`src/rtl/timer_sched_pkg.sv`:
```
// Shared definitions for the timer scheduler: state encodings and defaults.
// Imported by the scheduler top level.
package timer_sched_pkg;

  typedef enum logic [1:0] {
    SCHD_IDLE_S  = 2'd0,
    SCHD_START_S = 2'd1,
    SCHD_WAIT_S  = 2'd2
  } schd_state_t;

  localparam int SCHD_NUM_REQ  = 4;
  localparam int SCHD_WDOG_MAX = 2**22;

endpackage

```
`src/rtl/rr_pick.sv`:
```
// Combinational round-robin picker: first set bit of pending,
// scanning from last+1 and wrapping.
module rr_pick #(
  parameter int N = 4,
  parameter int W = $clog2(N)
) (
  input  logic [N-1:0] pending,
  input  logic [W-1:0] last,
  output logic         valid,
  output logic [W-1:0] index
);

  int j;

  always_comb begin
    valid = 1'b0;
    index = '0;
    j     = 0;
    for (int i = 1; i <= N; i++) begin
      j = int'(last) + i;
      if (j >= N) j = j - N;
      if (!valid && pending[j]) begin
        valid = 1'b1;
        index = W'(j);
      end
    end
  end

endmodule

```
`src/rtl/timer_sched.sv`:
```
// Shares one expiry timer among NUM_REQ requesters, round-robin,
// with a watchdog that aborts runs whose expiry never comes.
module timer_sched
  import timer_sched_pkg::*;
#(
  parameter  int NUM_REQ  = SCHD_NUM_REQ,
  parameter  int WDOG_MAX = SCHD_WDOG_MAX,
  localparam int ID_W     = $clog2(NUM_REQ),
  localparam int WDOG_W   = $clog2(WDOG_MAX + 1)
) (
  input  logic               clk,
  input  logic               rst_n,
  input  logic [NUM_REQ-1:0] req,
  output logic [NUM_REQ-1:0] done,
  output logic               err,
  output logic               busy,
  output logic [ID_W-1:0]    grant_id,
  output logic               tmr_start,
  input  logic               tmr_pulse
);

  schd_state_t        state, state_n;
  logic [NUM_REQ-1:0] pending, pending_n;
  logic [ID_W-1:0]    last_grant, last_n;
  logic [ID_W-1:0]    grant_n;
  logic [WDOG_W-1:0]  wdog, wdog_n;
  logic [NUM_REQ-1:0] done_n;
  logic               err_n;
  logic               start_n;
  logic               pick_vld;
  logic [ID_W-1:0]    pick_idx;

  rr_pick #(
    .N (NUM_REQ),
    .W (ID_W)
  ) u_pick (
    .pending (pending),
    .last    (last_grant),
    .valid   (pick_vld),
    .index   (pick_idx)
  );

  assign busy = (state != SCHD_IDLE_S);

  always_comb begin
    state_n   = state;
    pending_n = pending | req;
    last_n    = last_grant;
    grant_n   = grant_id;
    wdog_n    = wdog;
    done_n    = '0;
    err_n     = 1'b0;
    start_n   = 1'b0;
    case (state)
      SCHD_IDLE_S: begin
        if (pick_vld) begin
          grant_n   = pick_idx;
          // a fresh pulse on the granted line re-queues it
          pending_n = (pending & ~(NUM_REQ'(1) << pick_idx)) | req;
          state_n   = SCHD_START_S;
        end
      end
      SCHD_START_S: begin
        start_n = 1'b1;
        wdog_n  = '0;
        state_n = SCHD_WAIT_S;
      end
      SCHD_WAIT_S: begin
        if (tmr_pulse) begin
          done_n  = NUM_REQ'(1) << grant_id;
          last_n  = grant_id;
          state_n = SCHD_IDLE_S;
        end else if (wdog == WDOG_W'(WDOG_MAX - 1)) begin
          err_n   = 1'b1;
          last_n  = grant_id;
          state_n = SCHD_IDLE_S;
        end else begin
          wdog_n = wdog + WDOG_W'(1);
        end
      end
      default: state_n = SCHD_IDLE_S;
    endcase
  end

  always_ff @(posedge clk or negedge rst_n) begin
    if (!rst_n) begin
      state      <= SCHD_IDLE_S;
      pending    <= '0;
      last_grant <= ID_W'(NUM_REQ - 1);
      grant_id   <= '0;
      wdog       <= '0;
      done       <= '0;
      err        <= 1'b0;
      tmr_start  <= 1'b0;
    end else begin
      state      <= state_n;
      pending    <= pending_n;
      last_grant <= last_n;
      grant_id   <= grant_n;
      wdog       <= wdog_n;
      done       <= done_n;
      err        <= err_n;
      tmr_start  <= start_n;
    end
  end

endmodule
```
`config.mk`:
```
export PLATFORM = sky130hd
export DESIGN_NAME = timer_sched
export DESIGN_NICKNAME = d
export VERILOG_FILES = /design/src/rtl/timer_sched_pkg.sv /design/src/rtl/rr_pick.sv /design/src/rtl/timer_sched.sv
export SDC_FILE = /design/constraint.sdc
export NUM_CORES = 1
export LEC_CHECK = 0
export BUFFER_PORTS_ARGS = -buffer_cell sky130_fd_sc_hd__buf_2
export CAP_MARGIN = 25
export CORE_ASPECT_RATIO = 0.5
export CORE_MARGIN = 5
export CORE_UTILIZATION = 59
export DETAILED_ROUTE_END_ITERATION = 8
export GPL_TIMING_DRIVEN = 0
export PLACE_DENSITY = 0.79
export SETUP_SLACK_MARGIN = 0.2
export SLEW_MARGIN = 0
export SYNTH_ARGS = -nofsm -noshare
export SYNTH_HDL_FRONTEND = slang
export SYNTH_SLANG_ARGS = --single-unit
export TNS_END_PERCENT = 50
```
`constraint.sdc`:
```
create_clock -name clk -period 2 [get_ports clk]
set_input_delay 0.3 -clock clk [delete_from_list [all_inputs] [get_ports clk]]
set_output_delay 0.3 -clock clk [all_outputs]
set_load 0.01 [all_outputs]
```
# == Word level (Yosys, flattened, before mapping) ==
# Index checks and enable logic that the tools add are counted.
# op_classes
n_reduce_logical,14
order_cmp,8
addsub,9
n_mux,41
shift,2
n_eq_ne,7
bitwise_logic,4
# ops
cell,n
"32-bit by 4-bit greater-or-equal comparator with 1-bit output, second input constant",4
"32-bit by 4-bit less-than comparator with 1-bit output, second input constant",4
32-bit two-way mux,4
"32-bit by 4-bit subtractor with 32-bit output, second input constant",4
23-bit two-way mux,2
23-bit case mux with 2 select lines,1
"23-bit by 1-bit adder with 23-bit output, second input constant",1
"23-bit by 22-bit == test with 1-bit output, second input constant",1
2-bit two-way mux,9
1-bit two-way mux,16
4-bit two-way mux,4
1-bit binary-select mux with 2-bit select,4
4-bit OR,2
"1-bit by 2-bit left shift with 4-bit output, first input constant",2
"2-bit by 2-bit adder with 3-bit output, second input constant",2
"2-bit != test, second input constant",3
2-bit case mux with 3 select lines,1
2-bit AND reduction,3
2-bit nonzero test,3
"2-bit by 3-bit adder with 4-bit output, second input constant",1
4-bit bitwise AND,1
4-bit inverter,1
"2-bit by 1-bit adder with 3-bit output, second input constant",1
1-bit logical AND,3
other kinds (6),8
# totals
inputBits,7
elab_cells,93
register_bits,39

# == Logic depth before layout (Yosys ltp) ==
# depth
depth_word,22
mapped_depth,7
ltp_nobuf,6

# == Modules after synthesis ==
# A second synthesis with hierarchy kept.
# hier_totals
cells_unflattened,228
area_unflattened_um2,2092.0
# modules_own_cells
mod,cells_each,area_per_inst_um2,n_inst,seq_area_each_um2
timer_sched,214,2000.7,1,978.4
rr_pick,14,91.3,1,0.0

# == Worst setup path after synthesis ==
# No wires, ideal clock.
# synth_path
kind,register to register
startpoint,reg wdog[0]
endpoint,reg wdog[4]
arrival_time_ns,1.725
path_slack_ns,0.179
n_path_buf,0
period_less_slack_ns,1.821
required_ns,1.905
path_stages_with_launch,7
cell_sequence,dfrtp_1 > ha_1 > nand4_1 > or4_4 > o21ai_4 > o211ai_1 > o31ai_1
# synth_between
elab_chain_cells,4
word_cells_on_any_way,7
# synth_rtl
element,line_no,text
from (decl),timer_sched.sv:26,"logic [WDOG_W-1:0] wdog, wdog_n;"
from (signal assigned),timer_sched.sv:100,wdog <= wdog_n;
23-bit by 1-bit adder with 23-bit output,timer_sched.sv:78,wdog_n = wdog + WDOG_W'(1);
23-bit two-way mux,timer_sched.sv:73,end else if (wdog == WDOG_W'(WDOG_MAX - 1)) begin
23-bit two-way mux,timer_sched.sv:69,if (tmr_pulse) begin
23-bit case mux with 2 select lines,timer_sched.sv:54,case (state)
# Several ways; a longest one is shown, not always the timed one. The select of a mux whose other input is x is not followed.
# A chain may end at the register's enable or synchronous reset.

# == Worst setup path in the final report ==
# layout_path
startpoint,reg wdog[1]
endpoint,reg wdog[9]
# The elaborated chain is that of the path after synthesis.

==> results.sh <==
export IMPL_track_usage_pct=20.72
export IMPL_finClkSkew_ns=0.01018
export IMPL_tns_ns=0
export IMPL_layout_drive_gt1_share_pct=31.78
export IMPL_io_pins=16
export IMPL_synth_most_common_cell="dfrtp_1"
export IMPL_ys_seq_elements=39
export IMPL_worstMarginPinSlew_ns=0.8620
export IMPL_gp_congestion=0.8097
export IMPL_nets=243
export IMPL_worstPathRequired_ns=2.22
export IMPL_detail_route_wl_per_cell_um=18.72
export IMPL_p_per_area_nw_per_um2=1045
export IMPL_fillers=193
export IMPL_period_share_pct=99.53
export IMPL_startpoint="wdog[1]$_DFFE_PN0P_"
export IMPL_cts_buffer_depth=2
export IMPL_cts_root_buf="clkbuf_8"
export IMPL_ys_flop_type="dfrtp_1"
export IMPL_antenna_cells=0
export IMPL_netlist_top_cells_area="dfrtp_1 46%, xnor2_1 5.2%, nor2_1 4.5%, a2111oi_2 3.7%, dfstp_2 2.6%"
export IMPL_cap_violations=0
export IMPL_area_growth_pct=25.87
export IMPL_synth_cells=195
export IMPL_grt_pass1_vias=1627
export IMPL_cp_start_kind="register"
export IMPL_io_buffers=15
export IMPL_initial_core_util_pct=59.74
export IMPL_yosys_warnings=0
export IMPL_remaining_drc_errors=0
export IMPL_antenna_found_initial=0
export IMPL_fin_cells=278
export IMPL_postCtsHoldBufs=0
export IMPL_critPathMaxFanout=5
export IMPL_max_freq_mhz=502.3
export IMPL_slew_viol_final=0
export IMPL_period_needed_ns=1.991
export IMPL_grt_pass1_wl_um=7548
export IMPL_reg2reg_slack_ns=0.009
export IMPL_tritoncts="yes"
export IMPL_cts_sinks=39
export IMPL_clkSlewWorstSetupHoldPaths_ns=0.08
export IMPL_peakVddDrop_uv=470.3
export IMPL_ys_async_sr_fraction_pct=100.0
export IMPL_synth_cell_area_um2=2007
export IMPL_timing_rr_start="wdog[1]$_DFFE_PN0P_"
export IMPL_synth_top_area_share_pct=46.13
export IMPL_syn_nets=203
export IMPL_leakage_nw=1.017
export IMPL_yosysSeqAreaShare_pct=48.75
export IMPL_yosysUniqueCellTypes=47
export IMPL_endpoint_kind="register"
export IMPL_synth_edf_count=0
export IMPL_hpwlAfterDp_um=2793
export IMPL_placedCellCount=252
export IMPL_vias_per_cell=6.299
export IMPL_fp_row_count=15
export IMPL_totalWireLength_um=5205
export IMPL_synth_common_cells="37 x dfrtp_1, 24 x nor2_1, 12 x xnor2_1"
export IMPL_yosys_area_top_type="dfrtp_1"
export IMPL_clk_insertion_delay_late_ns=0.30
export IMPL_pre_cts_slack_ns=-0.02420
export IMPL_final_hold_viol_count=0
export IMPL_holdCritPathClass="in2async"
export IMPL_num_vias=1751
export IMPL_die_area_um2=4739
export IMPL_layout_setup_ws_ns=0.009344
export IMPL_numCtsBuffers=5
export IMPL_worstPathArrival_ns=2.21
export IMPL_grt_overflow_total=0
export IMPL_fp_dieW_um=92.48
export IMPL_worst_setup_path_type="reg2reg"
export IMPL_postRouteAntennaNets=0
export IMPL_dr_pass1_iters=4
export IMPL_drt_initial_drc_count=131
export IMPL_outcome="complete, no violations"
export IMPL_rsz0062_at_grt="true"
export IMPL_cts_htree_levels=2
export IMPL_syn_mean_instance_area_um2=10.29
export IMPL_relSlewSlack_pct=42.53
export IMPL_grt_max_degree=40
export IMPL_setup_viol=0
export IMPL_dieHeight_um=51.24
export IMPL_core_region_area_um2=3359
## flip-flops by register name, indices dropped and copies added (netlist names)
signal and flops:
err 1, last_grant 2, tmr_start 1, state 2, pending 4, wdog 23, grant_id 2, done 4
## cell type report
cell class              instances  area, um^2  share of cell area (%)
flip-flops and latches         39       978.4                   38.73
clock buffers                   6       72.57                   2.873
multi-input cells             146        1090                   43.14
well taps                      42       52.55                   2.080
repair buffers                 32       214.0                   8.470
inverters                       5       18.77                  0.7429
plain buffers                   6       40.04                   1.585
clock inverters                 2       60.06                   2.377
## per-stage QoR
stage	total power, mW	hold WS, ns	util (%)	cell area [um^2]
6_report	2.639	0.1107	75.20	2526
5_1_grt	2.781	0.1846	75.20	2526
4_1_cts	2.580	0.1356	70.24	2360
3_5_place_dp	1.747	0.4605	63.61	2137
3_3_place_gp	1.715	0.4425	63.61	2137
2_1_floorplan	1.534	0.004409	-	2009
## layer usage
metal	GRT usage, %	vias to the layer above	wire length, um
met5	0	-	0
met4	10.34	0	217
met3	5.588	26	328
met2	33.97	70	2514
met1	25.58	856	2144
li1	-	799	-
## cells by family after synthesis
kind of cell | after synthesis | synth area share (%)
simple gates | 89 | 26.06
buf+inv | 11 | 2.369
mux | 3 | 1.621
flops | 39 | 48.75
fa+ha+maj | 1 | 0.6233
xor+xnor | 13 | 5.673
compound gates | 39 | 14.90
## critical path: stages, from the launching register on
cell and delay, ns:
dfrtp_1 0.40, ha_4 0.17, nand4_1 0.17, or4_4 0.62, o21bai_2 0.27, o21ai_1 0.12
a21oi_1 0.15
## cells in the final DEF (no fill, tap or decap), types with 4 or more instances in the layout
cell type | Yosys | final
o21ai_0 | 5 | 5
xnor2_1 | 12 | 12
nand3_1 | 10 | 8
buf_2 | 2 | 16
dfrtp_1 | 37 | 37
and3_1 | 4 | 4
nor2_1 | 24 | 24
buf_6 | 0 | 5
nand2b_1 | 5 | 5
o21ai_1 | 5 | 4
clkbuf_8 | 0 | 5
nand4_1 | 7 | 7
a21oi_1 | 10 | 10
buf_4 | 1 | 14
nand2_1 | 10 | 10
inv_1 | 4 | 4
## worst paths after layout
check | endpoint | cells past startpoint
worst max-delay path | wdog[9]$_DFFE_PN0P_ | 6
worst min-delay path | state[1]$_DFFE_PN0P_ | 1
worst max register to register | wdog[9]$_DFFE_PN0P_ | 6
worst min register to register | done[2]$_DFF_PN0_ | 1
max in group asynchronous | wdog[17]$_DFFE_PN0P_ | 1
min in group clk | pending[2]$_DFF_PN0_ | 2
## power by group
part           internal, mW  switching (mW)
registers             0.933           0.162
clock network         0.499           0.277
logic                 0.319           0.449
## what timing repair did
| item | CTS | global route |
|---|---|---|
| resized for setup | 6 | 18 |
| buffers inserted | 6 | 11 |
| setup endpoints to repair | 23 | 25 |
| cloned | 1 | 0 |
| endpoints found under the hold margin | 0 | 0 |
| pin swaps | 11 | 13 |
(Power assumes the default switching activity.)
